<file path="src/rtl/conv_mul_share_arb_if.sv">
// Handshake bundle between NUM_REQ operand requesters and the shared signed multiplier.
// master = requester/consumer side, slave = the arbitrated multiplier.
interface conv_mul_share_arb_if #(
  parameter int NUM_REQ = 4,
  parameter int ID_W    = 2
);
  logic [NUM_REQ-1:0]    req_valid;
  logic [NUM_REQ-1:0]    req_ready;
  logic [8*NUM_REQ-1:0]  req_a;
  logic [16*NUM_REQ-1:0] req_b;
  logic                  res_valid;
  logic                  res_ready;
  logic [ID_W-1:0]       res_id;
  logic signed [23:0]    res_p;

  modport master (
    output req_valid, req_a, req_b, res_ready,
    input  req_ready, res_valid, res_id, res_p
  );

  modport slave (
    input  req_valid, req_a, req_b, res_ready,
    output req_ready, res_valid, res_id, res_p
  );
endinterface

</file>
<file path="src/rtl/conv_mul_share_arb.sv">
// Round-robin arbiter feeding one 8x16 signed multiplier through a 2-stage elastic pipeline.
// Optional macro CONV_MUL_SHARE_ARB_STALL_CNT_EN adds a saturating 16-bit stall counter output.
module conv_mul_share_arb #(
  parameter int NUM_REQ = 4,
  parameter int ID_W    = 2
) (
  input  logic                  ap_clk,
  input  logic                  ap_rst,
  conv_mul_share_arb_if.slave   bus
`ifdef CONV_MUL_SHARE_ARB_STALL_CNT_EN
  ,
  output logic [15:0]           stall_cnt
`endif
);
  localparam int DATA_W = 8;
  localparam int COEF_W = 16;
  localparam int PROD_W = DATA_W + COEF_W;

  function automatic logic signed [PROD_W-1:0] mul_full(input logic signed [DATA_W-1:0] a,
                                                        input logic signed [COEF_W-1:0] b);
    return PROD_W'(a) * PROD_W'(b);
  endfunction

  function automatic logic [15:0] sat_inc16(input logic [15:0] v);
    return (v == 16'hFFFF) ? v : v + 16'd1;
  endfunction

  logic [ID_W-1:0]                r_ptr;
  logic                           w_adv1, w_adv2;
  logic                           w_found, w_grant;
  logic [ID_W-1:0]                w_gnt_idx, w_ptr_nxt;
  logic signed [DATA_W-1:0]       w_a_sel;
  logic signed [COEF_W-1:0]       w_b_sel;

  logic signed [DATA_W-1:0]       r_a_p1;
  logic signed [COEF_W-1:0]       r_b_p1;
  logic [ID_W-1:0]                r_id_p1;
  logic                           r_vld_p1;
  logic signed [PROD_W-1:0]       r_p_p2;
  logic [ID_W-1:0]                r_id_p2;
  logic                           r_vld_p2;

  assign w_adv2 = !r_vld_p2 || bus.res_ready;
  assign w_adv1 = !r_vld_p1 || w_adv2;

  // Two passes: indices at/after the pointer first, then the wrapped-around low indices.
  always_comb begin
    w_found   = 1'b0;
    w_gnt_idx = '0;
    w_a_sel   = '0;
    w_b_sel   = '0;
    for (int i = 0; i < NUM_REQ; i++) begin
      if (!w_found && i >= int'(r_ptr) && bus.req_valid[i]) begin
        w_found   = 1'b1;
        w_gnt_idx = ID_W'(i);
      end
    end
    for (int i = 0; i < NUM_REQ; i++) begin
      if (!w_found && bus.req_valid[i]) begin
        w_found   = 1'b1;
        w_gnt_idx = ID_W'(i);
      end
    end
    for (int i = 0; i < NUM_REQ; i++) begin
      if (w_gnt_idx == ID_W'(i)) begin
        w_a_sel = bus.req_a[i*DATA_W +: DATA_W];
        w_b_sel = bus.req_b[i*COEF_W +: COEF_W];
      end
    end
  end

  assign w_grant       = w_found && w_adv1 && !ap_rst;
  assign w_ptr_nxt     = (w_gnt_idx == ID_W'(NUM_REQ - 1)) ? '0 : w_gnt_idx + ID_W'(1);
  assign bus.req_ready = w_grant ? (NUM_REQ'(1) << w_gnt_idx) : '0;

  always_ff @(posedge ap_clk) begin
    if (ap_rst) begin
      r_ptr    <= '0;
      r_vld_p1 <= 1'b0;
      r_vld_p2 <= 1'b0;
      r_p_p2   <= '0;
      r_id_p2  <= '0;
    end else begin
      if (w_grant) r_ptr <= w_ptr_nxt;
      if (w_adv1) r_vld_p1 <= w_grant;
      // Stage p1 -> p2 boundary: full-width product, no truncation.
      if (w_adv2) begin
        r_vld_p2 <= r_vld_p1;
        r_p_p2   <= mul_full(r_a_p1, r_b_p1);
        r_id_p2  <= r_id_p1;
      end
    end
  end

  // Input -> p1 boundary: operand registers only load on an actual transfer.
  always_ff @(posedge ap_clk) begin
    if (w_grant) begin
      r_a_p1  <= w_a_sel;
      r_b_p1  <= w_b_sel;
      r_id_p1 <= w_gnt_idx;
    end
  end

  assign bus.res_valid = r_vld_p2;
  assign bus.res_p     = r_p_p2;
  assign bus.res_id    = r_id_p2;

`ifdef CONV_MUL_SHARE_ARB_STALL_CNT_EN
  logic [15:0] r_stall_cnt;

  always_ff @(posedge ap_clk) begin
    if (ap_rst)
      r_stall_cnt <= '0;
    else if (|bus.req_valid && !w_grant)
      r_stall_cnt <= sat_inc16(r_stall_cnt);
  end

  assign stall_cnt = r_stall_cnt;
`endif
endmodule
</file>
<file path="src/flat_wrapper.sv">
// flat-port wrapper written by rule: the top's interface ports become plain ports
module conv_mul_share_arb_flat 
#(
  parameter int NUM_REQ = 4,
  parameter int ID_W    = 2
)
  (ap_clk, ap_rst, bus_req_valid, bus_req_a, bus_req_b, bus_res_ready, bus_req_ready, bus_res_valid, bus_res_id, bus_res_p);
  conv_mul_share_arb_if #(.NUM_REQ(NUM_REQ), .ID_W(ID_W)) bus_i ();
  input  logic ap_clk;
  input  logic ap_rst;
  input wire logic [$bits(bus_i.req_valid)-1:0] bus_req_valid;
  input wire logic [$bits(bus_i.req_a)-1:0] bus_req_a;
  input wire logic [$bits(bus_i.req_b)-1:0] bus_req_b;
  input wire logic [$bits(bus_i.res_ready)-1:0] bus_res_ready;
  output wire logic [$bits(bus_i.req_ready)-1:0] bus_req_ready;
  output wire logic [$bits(bus_i.res_valid)-1:0] bus_res_valid;
  output wire logic [$bits(bus_i.res_id)-1:0] bus_res_id;
  output wire logic [$bits(bus_i.res_p)-1:0] bus_res_p;
  assign bus_i.req_valid = bus_req_valid;
  assign bus_i.req_a = bus_req_a;
  assign bus_i.req_b = bus_req_b;
  assign bus_i.res_ready = bus_res_ready;
  assign bus_req_ready = bus_i.req_ready;
  assign bus_res_valid = bus_i.res_valid;
  assign bus_res_id = bus_i.res_id;
  assign bus_res_p = bus_i.res_p;
  conv_mul_share_arb #(.NUM_REQ(NUM_REQ), .ID_W(ID_W)) u_core (.ap_clk(ap_clk), .ap_rst(ap_rst), .bus(bus_i));
endmodule
</file>
<file path="config.mk">
export PLATFORM = sky130hd
export DESIGN_NAME = conv_mul_share_arb_flat
export DESIGN_NICKNAME = d
export VERILOG_FILES = /design/src/rtl/conv_mul_share_arb_if.sv /design/src/rtl/conv_mul_share_arb.sv /design/src/flat_wrapper.sv
export SDC_FILE = /design/constraint.sdc
export NUM_CORES = 1
export LEC_CHECK = 0
export CORE_MARGIN = 3
export CORE_UTILIZATION = 43
export CTS_BUF_LIST = sky130_fd_sc_hd__clkbuf_2 sky130_fd_sc_hd__clkbuf_4 sky130_fd_sc_hd__clkbuf_8
export DETAILED_ROUTE_END_ITERATION = 10
export GPL_TIMING_DRIVEN = 0
export PLACE_DENSITY = 0.68
export SETUP_SLACK_MARGIN = 0.4
export SYNTH_ARGS = -nofsm -noshare
export SYNTH_HDL_FRONTEND = slang
export SYNTH_SLANG_ARGS = --single-unit
</file>
<file path="constraint.sdc">
create_clock -name ap_clk -period 6.7 [get_ports ap_clk]
set_clock_uncertainty 0.1 [all_clocks]
set_input_delay 1.005 -clock ap_clk [delete_from_list [all_inputs] [get_ports ap_clk]]
set_output_delay 1.005 -clock ap_clk [all_outputs]
set_load 0.02 [all_outputs]
</file>
==> results of run 1 <==
==> per-stage QoR <==
| stage | hold slack (ns) | setup slack [ns] | instance area (sq um) |
|---|---|---|---|
| floorplan | 0.3479 | 2.003 | 7310 |
| global placement | 0.3401 | 1.143 | 8906 |
| detailed placement | 0.3456 | 1.277 | 8929 |
| CTS | 0.3605 | 1.264 | 9020 |
| global route | 0.3786 | 1.001 | 9020 |
| finish | 0.3547 | 1.216 | 9020 |
==> registers in the layout (all words and copies together) (netlist names) <==
name and cells:
u_core.bus.res_p 24, u_core.r_b_p1 16, u_core.r_a_p1 8, u_core.bus.res_id 2, u_core.r_id_p1 2, u_core.r_ptr 2
u_core.bus.res_valid 1, u_core.r_vld_p1 1
==> placed cells by master (no fill, tap or decap), types with 17 or more instances in the layout <==
cell,instances
inv_1,134
clkdlybuf4s50_1,132
fa_1,103
and2_1,92
nand2_1,88
nor2_1,55
a21oi_1,54
ha_1,49
o21ai_0,38
clkbuf_1,34
dfxtp_1,30
edfxtp_1,26
a22oi_1,25
nand3_1,17
==> worst min path at each step <==
stage,startpoint,end,slack (ns),cells past startpoint
after floorplan,u_core.r_ptr[0],u_core.r_ptr[0],0.35,2
after global placement,u_core.bus.res_p[3],u_core.bus.res_p[3],0.34,2
after detailed placement,u_core.bus.res_p[0],u_core.bus.res_p[0],0.35,2
after CTS,u_core.bus.res_p[0],u_core.bus.res_p[0],0.36,2
after global routing,u_core.bus.res_p[9],u_core.bus.res_p[9],0.38,2
final,u_core.bus.res_p[4],u_core.bus.res_p[4],0.35,2
==> area by class of cell <==
type / instances / area (sq um)
buffer: 37 / 138.9
clock buffer: 6 / 76.32
clock inverter: 2 / 15.01
fill: 1583 / 7564
inverter: 134 / 503.0
multi-input combinational: 621 / 5294
sequential: 56 / 1381
tap: 220 / 275.3
timing repair buffer: 133 / 1336
==> where the power goes <==
| part | internal [W] | switching (W) | total (W) |
|---|---|---|---|
| clock network | 0.0000790 | 0.000118 | 0.000197 |
| registers | 0.000477 | 0.0000949 | 0.000572 |
| logic | 0.00178 | 0.00229 | 0.00407 |
==> metal layers <==
metal / GRT usage / wire [um] / vias up
li1: - / - / 3028
met5: 0 / 0 / -
met3: 0.04219 / 1192 / 19
met4: 0.05767 / 339 / 0
met2: 0.3819 / 9882 / 195
met1: 0.2632 / 8154 / 3059
==> worst min-delay path, delay by kind of cell (launching register included) <==
family | cells | cell delay, ns
compound gates | 1 | 0.05
flops | 1 | 0.32
simple gates | 1 | 0.05
==> cell families after synthesis <==
| logic type | count (synthesis) |
|---|---|
| DFF | 56 |
| and+or+nand+nor | 293 |
| AOI/OAI and AO/OA | 160 |
| buffers and inverters | 171 |
| muxes | 3 |
| adders and majority gates | 152 |
| xor gates and xnor gates | 13 |
==> summary.md, run 1 <==
| Metric | Value |
|---|---|
| Slew Viols, Final | 0 |
| Vias per cell | 5.212 |
| Detailed Route Iter0 Violations | 300 |
| First-pass GRT wire length | 30980 um |
| Reg2Reg Launch Point | u_core.r_a_p1[7] |
| CP Capture Type | register |
| Total CTS buffers | 5 |
| Routed WL | 19570 um |
| Reg-to-reg endpoint | u_core.bus.res_p[16] |
| CP Depth | 16 |
| Synth top area share | 0.2821 |
| Clock sink count | between 50 and 60 |
| Simple-Gate Fraction of Synth Area | 0.2016 |
| Flop-to-flop setup slack | 1.22 ns |
| Synth Area in Adders | 0.3660 |
| Number of inserted diodes | 0 |
| Die height | roughly 140 um |
| 1st-pass router iterations | 4 |
| Cell area power density | 536.4 nW/um^2 |
| Root Driver | clkbuf_8 |
| Synth warnings | 0 |
| Port Buffers | 132 |
| Crit-path max cell delay | 0.57 ns |
| Largest family of logic cells by synthesized area | adder cells |
| Top Ports | 134 |
| Count leader, synth | inv_1 |
| Worst Reg2Reg Path Length in Cells | 16 |
| Setup tns final | 0 ns |
| Fmax | 182.4 MHz |
| Gate count after technology mapping | between 800 and 900 |
| Critical-path cell list | inv_1 > buf_1 > fa_1 > fa_1 > inv_1 > fa_1 > inv_1 > fa_1 > inv_1 > ha_1 > o211ai_1 > a21oi_2 > o211ai_1 > a311oi_1 > nor4b_1 > a311o_1 |
| Per-cell routed wire length | approximately 16 um |
| Syn Nets | 1103 |
| Layout area overhead | 23.40% |
| Slowest-stage cell, CP | fa_1 |
| Final cell count without fillers | 1209 |
| Worst EP arrival | 5.67 ns |
| Number of synthesized flops with an enable pin | 26 |
| Post-synthesis mux area share | 0.004108 |
| Yosys top cell by area | fa_1 |
| Worst vdd ir | around 0.44 mV |
| Unrepaired setup endpoints after global routing | false |
| End point of the critical path | u_core.bus.res_p[16] |
| GRT Residual Overflow | 0 |
| Post-synth cell types | between 50 and 60 |
| Kind of critical path | register to register |
| Fin crit period | 5.484 ns |
| Post-synthesis xor/xnor area fraction | 0.01558 |
| Max Cap Violations | 0 |
| DP Wirelength | approximately 17000 um |
| CTS Buffer Depth | 2 |
| Pin count of the biggest net entering global routing | 23 |
| Critical Path Start Type | register |
| Post-synthesis sequential area ratio | 0.1890 |
| Fin crit share | 0.8185 |
| Synthesized cell area | 7310 sq um |
| Synth Register Bits | 56 |
| Post-synth ARST share | 0 |
| Static Leak | 4.013 nW |
| Drt drc | 0 |
| DP Cell Count | around 1200 |
| Setup violations, final | 0 |
| Die ar. | 18600 sq um |
| Starting Density | 0.4408 |
| CTS tree | built |
| Final Wtd Congestion | 0.9229 |
| Die width | 136.4 um |
| Top area cells in the synthesized netlist | fa_1 28%, edfxtp_1 11%, ha_1 8.4%, dfxtp_1 8.2%, and2_1 7.9% |
| Core area | roughly 17000 sq um |
| Relative slew slack | 0.5085 |
| Ratio of cells with drive above 1 in the final layout | 0.01517 |
| Critical Path Start | u_core.r_a_p1[7] |
| Overall power | 0.004838 W |
| Vias in the first global route | 6393 |
| Skew-Pair Late Insertion Delay | roughly 0.33 ns |
| GRT Overall Usage | 0.2138 |
| Post-route ant nets | 0 |
| Critical Path RT | 6.89 ns |
| Syn_area_per_cell | 8.620 sq um |
| Post-CTS resize count | 0 |
| CTS Hold Buffers Added | 0 |
| Compound-Gate Fraction of Synth Area | 0.1359 |
| Post-CTS setup buffers | 0 |
| Worst min path class | register to register |
| Critical Path Fanout Max | 10 |
| Nets | approximately 1200 |
| CP delay by family, top | adder cells |
| Status | completed |
| H-tree levels | 2 |
| Fin util | 0.5439 |
| Row Count | 47 |
| Clock transition at path regs | 0.10 ns |
| Top_reg_cell synth | dfxtp_1 |
| Tightest Pin Transition | ~0.73 ns |
| Initial antenna violation count | 0 |
| Worst Path Buf+Inv | 5 |
| Synth cell count leaders | 134 x inv_1, 103 x fa_1, 92 x and2_1, 88 x nand2_1, 55 x nor2_1 |
| Via Count | 6301 |
| Final hold vios | 0 |
Power figures use the tool's default switching activity.
==> run 2: changes to the inputs <==
==> constraint.sdc (replaced) <==
create_clock -name ap_clk -period 5.7 [get_ports ap_clk]
set_clock_uncertainty 0.1 [all_clocks]
set_input_delay 0.855 -clock ap_clk [delete_from_list [all_inputs] [get_ports ap_clk]]
set_output_delay 0.855 -clock ap_clk [all_outputs]
set_load 0.02 [all_outputs]
==> summary.md, run 2 (synthesis gave the netlist of run 1 again) <==
| Metric | Value |
|---|---|
| Fmax | slightly below 200 MHz |
| Unrepaired setup endpoints after global routing | true |
| Status | completed |
| Port Buffers | 132 |
| Die height | 136.4 um |
| Top Ports | between 100 and 150 |
| DP Cell Count | between 1000 and 1500 |
| CTS tree | built |
| Cell area power density | 633.6 nW/um^2 |
| 1st-pass router iterations | 5 |
| Max Cap Violations | 0 |
| Vias in the first global route | 6398 |
| Final cell count without fillers | 1211 |
| Hold WS | 0.3555 ns |
| Worst vdd ir | about 0.55 mV |
| Critical Path Fanout Max | 10 |
| Die width | 136.4 um |
| Drt drc | 0 |
| Post-route ant nets | 0 |
| CP Capture Type | register |
| Reg2Reg Launch Point | u_core.r_a_p1[2] |
| Commonest non-fill, non-tap cell in the layout | inv_1 |
| Layout area overhead | 23.90% |
| Number of inserted diodes | 0 |
| Worst EP arrival | roughly 5.3 ns |
| Initial antenna violation count | 0 |
| GRT Residual Overflow | 0 |
| Hold path depth | 2 |
| Clock transition at path regs | 0.11 ns |
| Worst min path class | register to register |
| Critical Path Start Type | register |
| Ratio of cells with drive above 1 in the final layout | 0.02725 |
| Clock sink count | between 50 and 60 |
| First-pass GRT wire length | 31020 um |
| Slew Viols, Final | 0 |
| Flop-to-flop setup slack | between 0.5 and 0.6 ns |
| Total CTS buffers | 5 |
| Core area | 16580 sq um |
| Via Count | 6337 |
| Worst Reg2Reg Path Length in Cells | 16 |
| Fin crit period | 5.157 ns |
| Per-cell routed wire length | approximately 16 um |
| WHS Endpoint | u_core.bus.res_p[4] |
| GRT Overall Usage | 0.2140 |
| CTS Buffer Depth | 2 |
| Nets | between 1000 and 1500 |
| Reg-to-reg endpoint | u_core.bus.res_p[17] |
| DP Wirelength | 16530 um |
| Critical Path RT | 5.89 ns |
| Starting Density | 0.4408 |
| Skew-Pair Late Insertion Delay | 0.34 ns |
| Die ar. | 18600 sq um |
| Final Wtd Congestion | ~0.92 |
| Final hold vios | 0 |
| Relative slew slack | 0.5087 |
| Kind of critical path | register to register |
| Setup tns final | 0 ns |
| H-tree levels | 2 |
| Detailed Route Iter0 Violations | between 200 and 300 |
| Hold Crit Start | u_core.bus.res_p[4] |
| Fin crit share | 0.9048 |
| Commonest non-fill, non-tap cells in the layout | 133 x inv_1, 132 x clkdlybuf4s50_1, 103 x fa_1, 92 x and2_1, 88 x nand2_1 |
| Max reg flops | 24 |
| Setup violations, final | 0 |
| Pin count of the biggest net entering global routing | 23 |
| Root Driver | clkbuf_8 |
| Filler instances | 1575 |
| Routed WL | 19610 um |
| Static Leak | 4.048 nW |
| Vias per cell | roughly 5.2 |
| Tightest Pin Transition | 0.7303 ns |
| Row Count | 47 |
## run 2: metrics by stage
step / util / power (W) / instance area, sq um / setup WS [ns]
3_3_place_gp: 0.5370 / 0.005431 / 8906 / 0.3184
6_report: 0.5461 / 0.005738 / 9056 / 0.5426
3_5_place_dp: 0.5384 / 0.005517 / 8929 / 0.2771
5_1_grt: 0.5461 / 0.006416 / 9056 / 0.3629
2_1_floorplan: - / 0.004257 / 7310 / 1.003
4_1_cts: 0.5442 / 0.005773 / 9025 / 0.4467
## run 2: report_power, final
part	switching, W	leakage [nW]	internal, W	total, W
clock	0.000138	0.0491	0.0000929	0.000231
combinational	0.00273	3.49	0.00211	0.00484
sequential	0.000110	0.509	0.000561	0.000671
## run 2: cell type report
type | instances | area (sq um) | area share
clock buffers | 6 | 76.32 | 0.008428
well taps | 220 | 275.3 | 0.03040
inverters | 134 | 503.0 | 0.05554
multi-input cells | 621 | 5300 | 0.5852
flip-flops and latches | 56 | 1381 | 0.1525
clock inverters | 2 | 15.01 | 0.001658
plain buffers | 37 | 153.9 | 0.01699
repair buffers | 135 | 1351 | 0.1492
## run 2: worst max path at each step
stage	startpoint	endpoint	slack (ns)	depth (start not counted)
after global routing	u_core.r_a_p1[4]	u_core.bus.res_p[16]	0.36	16
after detailed placement	u_core.r_a_p1[7]	u_core.bus.res_p[16]	0.28	16
after floorplan	u_core.r_a_p1[7]	u_core.bus.res_p[17]	1.00	16
after global placement	u_core.r_a_p1[7]	u_core.bus.res_p[23]	0.32	16
after CTS	u_core.r_a_p1[5]	u_core.bus.res_p[16]	0.45	16
final	u_core.r_a_p1[2]	u_core.bus.res_p[17]	0.54	16
## run 2: metal layers
metal | share of wire | vias to the layer above | global-route usage | wire, um
li1 | - | 3035 | - | -
met1 | 0.41 | 3048 | 0.2641 | 8094
met2 | 0.50 | 226 | 0.3800 | 9756
met3 | 0.069 | 28 | 0.04256 | 1352
met4 | 0.021 | 0 | 0.05991 | 410
met5 | 0 | - | 0 | 0
## run 2: what timing repair did
item / in CTS / in global routing
gates resized for setup: 4 / 16
pin swaps: 0 / 0
setup buffers: 0 / 2
hold buffers: 0 / 0
setup endpoints to repair: 5 / 5
## run 2: critical path, cell delays in order, from the launching register on
cell,delay (ns)
edfxtp_1,0.51
buf_2,0.30
nand2_1,0.11
fa_1,0.52
fa_1,0.55
inv_1,0.06
fa_1,0.53
inv_1,0.06
fa_1,0.57
inv_1,0.05
ha_1,0.36
nand3_1,0.11
nand2_1,0.07
o2111a_1,0.30
o21ba_1,0.26
or4_1,0.56
nand3_1,0.11
==> run 3: changes to the inputs <==
--- a/config.mk
+++ b/config.mk
@@ -9,6 +9,7 @@
 export CORE_UTILIZATION = 43
 export CTS_BUF_LIST = sky130_fd_sc_hd__clkbuf_2 sky130_fd_sc_hd__clkbuf_4 sky130_fd_sc_hd__clkbuf_8
 export DETAILED_ROUTE_END_ITERATION = 10
+export GPL_ROUTABILITY_DRIVEN = 0
 export GPL_TIMING_DRIVEN = 0
 export PLACE_DENSITY = 0.68
 export SETUP_SLACK_MARGIN = 0.4
==> results of run 3 <==
The final DEF is identical to that of run 2; final timing and power are the same.
